$ cat config.mk
export PLATFORM = sky130hd
export DESIGN_NAME = logic_unit_pipe
export DESIGN_NICKNAME = d
export VERILOG_FILES = /design/src/rtl/logic_unit_pipe.sv
export SDC_FILE = /design/constraint.sdc
export NUM_CORES = 1
export LEC_CHECK = 0
export ABC_CLOCK_PERIOD_IN_PS = 2200
export CORE_MARGIN = 2
export CORE_UTILIZATION = 50
export CTS_CLUSTER_DIAMETER = 100
export DETAILED_ROUTE_END_ITERATION = 16
export PLACE_DENSITY = 0.73
export SLEW_MARGIN = 20
export SYNTH_ARGS = -nofsm -noshare
export SYNTH_HDL_FRONTEND = slang
export SYNTH_SLANG_ARGS = --single-unit
export TNS_END_PERCENT = 1
$ cat constraint.sdc
create_clock -name clk_in -period 2.2 [get_ports clk_in]
set_input_delay 0.44 -clock clk_in [delete_from_list [all_inputs] [get_ports clk_in]]
set_output_delay 0.44 -clock clk_in [all_outputs]
set_load 0.02 [all_outputs]
$ cat src/rtl/logic_unit_pipe.sv
// Two-stage registered logic-op slice: applies one of eight gate functions to two
// operands (bitwise or as a reduction of a_in) with valid/ready flow control.
module logic_unit_pipe #(
    parameter int WIDTH   = 8,
    parameter int COUNT_W = 16
) (
    input  logic               clk_in,
    input  logic               rst_n_in,
    input  logic [WIDTH-1:0]   a_in,
    input  logic [WIDTH-1:0]   b_in,
    input  logic [2:0]         op_in,
    input  logic               mode_in,
    input  logic               valid_in,
    output logic               ready_out,
    output logic [WIDTH-1:0]   result_out,
    output logic               valid_out,
    input  logic               ready_in,
    output logic [COUNT_W-1:0] op_count_out
);

    localparam logic [2:0] OP_NOT  = 3'd0;
    localparam logic [2:0] OP_BUF  = 3'd1;
    localparam logic [2:0] OP_AND  = 3'd2;
    localparam logic [2:0] OP_OR   = 3'd3;
    localparam logic [2:0] OP_NAND = 3'd4;
    localparam logic [2:0] OP_NOR  = 3'd5;
    localparam logic [2:0] OP_XOR  = 3'd6;
    localparam logic [2:0] OP_XNOR = 3'd7;

    // Handshakes: a beat moves when the sender's valid and the receiver's ready are
    // both high at a rising edge; valid never waits on ready, and a held beat stays put.
    logic               s1_valid_q, s1_valid_d;
    logic [WIDTH-1:0]   s1_a_q, s1_a_d;
    logic [WIDTH-1:0]   s1_b_q, s1_b_d;
    logic [2:0]         s1_op_q, s1_op_d;
    logic               s1_mode_q, s1_mode_d;
    logic               valid_q, valid_d;
    logic [WIDTH-1:0]   result_q, result_d;
    logic [COUNT_W-1:0] count_q, count_d;

    logic               s2_free;
    logic [WIDTH-1:0]   bitwise_r;
    logic               reduce_bit;
    logic [WIDTH-1:0]   func_r;

    always_comb begin
        bitwise_r  = '0;
        reduce_bit = 1'b0;
        case (s1_op_q)
            OP_NOT:  begin bitwise_r = ~s1_a_q;            reduce_bit = ~s1_a_q[0]; end
            OP_BUF:  begin bitwise_r = s1_a_q;             reduce_bit = s1_a_q[0];  end
            OP_AND:  begin bitwise_r = s1_a_q & s1_b_q;    reduce_bit = &s1_a_q;    end
            OP_OR:   begin bitwise_r = s1_a_q | s1_b_q;    reduce_bit = |s1_a_q;    end
            OP_NAND: begin bitwise_r = ~(s1_a_q & s1_b_q); reduce_bit = ~&s1_a_q;   end
            OP_NOR:  begin bitwise_r = ~(s1_a_q | s1_b_q); reduce_bit = ~|s1_a_q;   end
            OP_XOR:  begin bitwise_r = s1_a_q ^ s1_b_q;    reduce_bit = ^s1_a_q;    end
            OP_XNOR: begin bitwise_r = ~(s1_a_q ^ s1_b_q); reduce_bit = ~^s1_a_q;   end
        endcase
        func_r = s1_mode_q ? {{(WIDTH-1){1'b0}}, reduce_bit} : bitwise_r;
    end

    always_comb begin
        s2_free   = !valid_q || ready_in;
        ready_out = !s1_valid_q || s2_free;

        s1_valid_d = s1_valid_q;
        s1_a_d     = s1_a_q;
        s1_b_d     = s1_b_q;
        s1_op_d    = s1_op_q;
        s1_mode_d  = s1_mode_q;
        if (ready_out) begin
            s1_valid_d = valid_in;
            if (valid_in) begin
                s1_a_d    = a_in;
                s1_b_d    = b_in;
                s1_op_d   = op_in;
                s1_mode_d = mode_in;
            end
        end

        // Result register only changes on a real load so it holds through idle gaps.
        valid_d  = valid_q;
        result_d = result_q;
        if (s2_free) begin
            valid_d = s1_valid_q;
            if (s1_valid_q) begin
                result_d = func_r;
            end
        end

        count_d = count_q;
        if (valid_q && ready_in) begin
            count_d = count_q + COUNT_W'(1);
        end
    end

    always_ff @(posedge clk_in or negedge rst_n_in) begin
        if (!rst_n_in) begin
            s1_valid_q <= 1'b0;
            s1_a_q     <= '0;
            s1_b_q     <= '0;
            s1_op_q    <= '0;
            s1_mode_q  <= 1'b0;
            valid_q    <= 1'b0;
            result_q   <= '0;
            count_q    <= '0;
        end else begin
            s1_valid_q <= s1_valid_d;
            s1_a_q     <= s1_a_d;
            s1_b_q     <= s1_b_d;
            s1_op_q    <= s1_op_d;
            s1_mode_q  <= s1_mode_d;
            valid_q    <= valid_d;
            result_q   <= result_d;
            count_q    <= count_d;
        end
    end

    assign result_out   = result_q;
    assign valid_out    = valid_q;
    assign op_count_out = count_q;

endmodule

==> impl_metrics.tcl <==
set metrics [dict create \
    outcome "finished, final reports clean" \
    synth.distinct_cells 41 \
    critPathArrivalTime_ns 1.69 \
    crit_required_ns 1.76 \
    syn_to_final_growth_pct 24.92 \
    start_util_pct 51.23 \
    gr-total-overflow 0 \
    ir_drop_mv 0.4740 \
    route.antenna.remaining_nets 0 \
    cts_made_buffers 5 \
    hpwl_mm 4.150 \
    hold_violations 0 \
    dp_worst_setup_slack_ns 0.07559 \
    rsz_0062_raised_after_global_routing "false" \
    cts_resized 0 \
    power.total_mw 2.963 \
    max_cap_viol_count 0 \
    worst-setup-path-type "in2out" \
    gpl_wtd_cong 0.8356 \
    drv_slew 0 \
    type_of_the_tightest_min_delay_check "in2async" \
    drc_errors 0 \
    grt_max_degree 47 \
    yosys-top-cells-area "dfrtp_1 41%, ha_1 11%, mux2_1 5.3%" \
    drt-total-wl_mm 5.845 \
    clkSlewWorstSetupHoldPaths_ns 0.08 \
    finalNetCount 364 \
    root_buffer "clkbuf_8" \
    timing.slew.headroom_pct 61.07 \
    first_global_vias 2120 \
    number_of_vias_in_the_routed_layout 2105 \
    pwr_density_cell_nw_per_um2 851.1 \
    floorplan.core_area_um2 5439 \
    die_w_um 78.65 \
    tritoncts "done" \
    layout.cell_area.non_filler_um2 3481 \
    insertion_delay_ns 0.31 \
    period_share_pct 96.90 \
    netlist.area_leader.share_pct 41.31 \
    dieArea_um2 6186 \
    synth_fp_nets 309 \
    worstSetupStartpointType "primary input" \
    synthesis.yosys.warnings 0 \
    global_route.usage.total_pct 20.46 \
    drive_above_1_share_pct 10.44 \
    fin_worst_skew_ns 0.009129 \
    final-setup-viol-count 0 \
    placementRows 27 \
    finalSetupTns_ns 0 \
    critical_path.endpoint_type "output port" \
    io_pins 50 \
    cts_sinks 46 \
    layout_min_cycle_time_ns 2.132 \
    cells_after_synthesis 260 \
    layout.core_utilization_pct 64.00 \
    floorplan.die.height_um 78.65 \
    p_leak_nw 1.581 \
    antenna_found_initial 0 \
    drt-pass1-iter-count 4 \
    syn_area_per_cell_um2 10.72 \
    timing_worst_slew_pin_value_ns 0.5840 \
    synthesis.area_um2 2786 \
    minimum_setup_slack_in_the_final_design_ns 0.06824 \
    dpl_cell_area_um2 3368 \
    input_output_buffers 49 \
    n_antenna_cell 0 \
    vias_per_cell 5.425 \
    buffer_depth_of_the_longest_clock_path 2 \
    total_number_of_h_tree_levels 2 \
    avgRoutedWirePerCell_um 15.06 \
    achievable-frequency_mhz 469.1 \
    synth_area_leader_cell "dfrtp_1" \
    drtIter0Drc 126 \
    holdBufCountCts 0 \
    worst-path-max-fanout 3 \
    ys_seq_elements 46 \
    yosysSeqAreaShare_pct 41.31 \
    grt_pass1_wl_mm 9.908 \
    post-cts-setup-buffer-count 0 \
]
## power by group
group          switching [mW]  internal [mW]  leakage, nW  total [mW]
combinational           0.564          0.577        0.952        1.14
sequential              0.180          0.998        0.570        1.18
clock                   0.303          0.341       0.0585       0.644
total                    1.05           1.92         1.58        2.96
## layer usage
layer,share of wire [%],track usage (%),vias to the layer above
li1,-,-,1024
met2,46,33.25,52
met5,0,0,-
met4,0.98,4.561,0
met1,48,26.94,1022
met3,4.8,6.207,7
## metrics by stage
stage | hold WS (ns) | cells
finish | 0.2078 | 388
global route | 0.2469 | 388
CTS | 0.2240 | 388
detailed placement | 0.4671 | 380
global placement | 0.4622 | 380
floorplan | 0.1444 | 260
## synth_stat cells (all sizes together)
library cell / number
a211oi: 3
a21o: 3
a21oi: 6
a221o: 1
a221oi: 4
a222oi: 2
a22o: 1
a22oi: 1
a311oi: 1
a32o: 4
and2: 1
and3: 2
buf: 11
dfrtp: 46
ha: 25
inv: 17
mux2: 22
mux2i: 12
nand2: 24
nand2b: 6
nand3: 9
nand3b: 1
nand4: 4
nor2: 13
nor2b: 1
nor3: 2
o2111ai: 1
o21ai: 7
o22ai: 7
or2: 1
xnor2: 16
xor2: 6
## worst paths after layout
path	start	to	slack [ns]	cells past startpoint
setup / recovery	ready_in	ready_out	0.07	3
hold / removal	rst_n_in	s1_op_q[1]$_DFFE_PN0P_	0.21	2
setup reg to reg	s1_a_q[0]$_DFFE_PN0P_	result_out[0]$_DFFE_PN0P_	0.40	7
hold reg to reg	op_count_out[15]$_DFFE_PN0P_	op_count_out[15]$_DFFE_PN0P_	0.47	1
max in group asynchronous	rst_n_in	s1_op_q[0]$_DFFE_PN0P_	1.58	2
min in group clk_in	op_count_out[15]$_DFFE_PN0P_	op_count_out[15]$_DFFE_PN0P_	0.47	1
## kinds of logic after synthesis
kind of cell,after synthesis,synth area share (%)
buffers and inverters,28,5.208
adder cells (fa/ha/maj),25,11.23
flip-flops,46,41.31
multiplexers,34,13.20
XOR/XNOR,22,6.915
AO/OA/AOI/OAI,41,10.73
AND/OR/NAND/NOR,64,11.41
## worst max-delay path, cell delays in order
cell,delay (ns)
clkdlybuf4s50_1,0.48
nand3b_1,0.15
clkdlybuf4s50_1,0.62
## flip-flops by register name (all words and copies together), names as in the netlist
register      cells
s1_b_q            8
s1_a_q            8
s1_op_q           3
valid_out         1
result_out        8
op_count_out     16
s1_mode_q         1
s1_valid_q        1
## placed cells by master (no fill, tap or decap), types with 12 or more instances in the layout
cell type        Yosys  final
dfrtp_1             46     46
nor2_1              12     12
ha_1                25     25
mux2_1              13     13
mux2i_1             12     12
inv_1               17     17
xnor2_1             16     16
nand2_1             23     23
clkdlybuf4s50_1      0     48
## layout make-up
class | instances | area, µm²
well taps | 72 | 90.09
inverters | 17 | 63.81
multi-input cells | 186 | 1490
clock inverters | 3 | 43.79
clock buffers | 5 | 68.82
flip-flops and latches | 46 | 1151
repair buffers | 59 | 573.1
fillers | 465 | 1958
No activity file was read; power rests on OpenSTA's default activity.
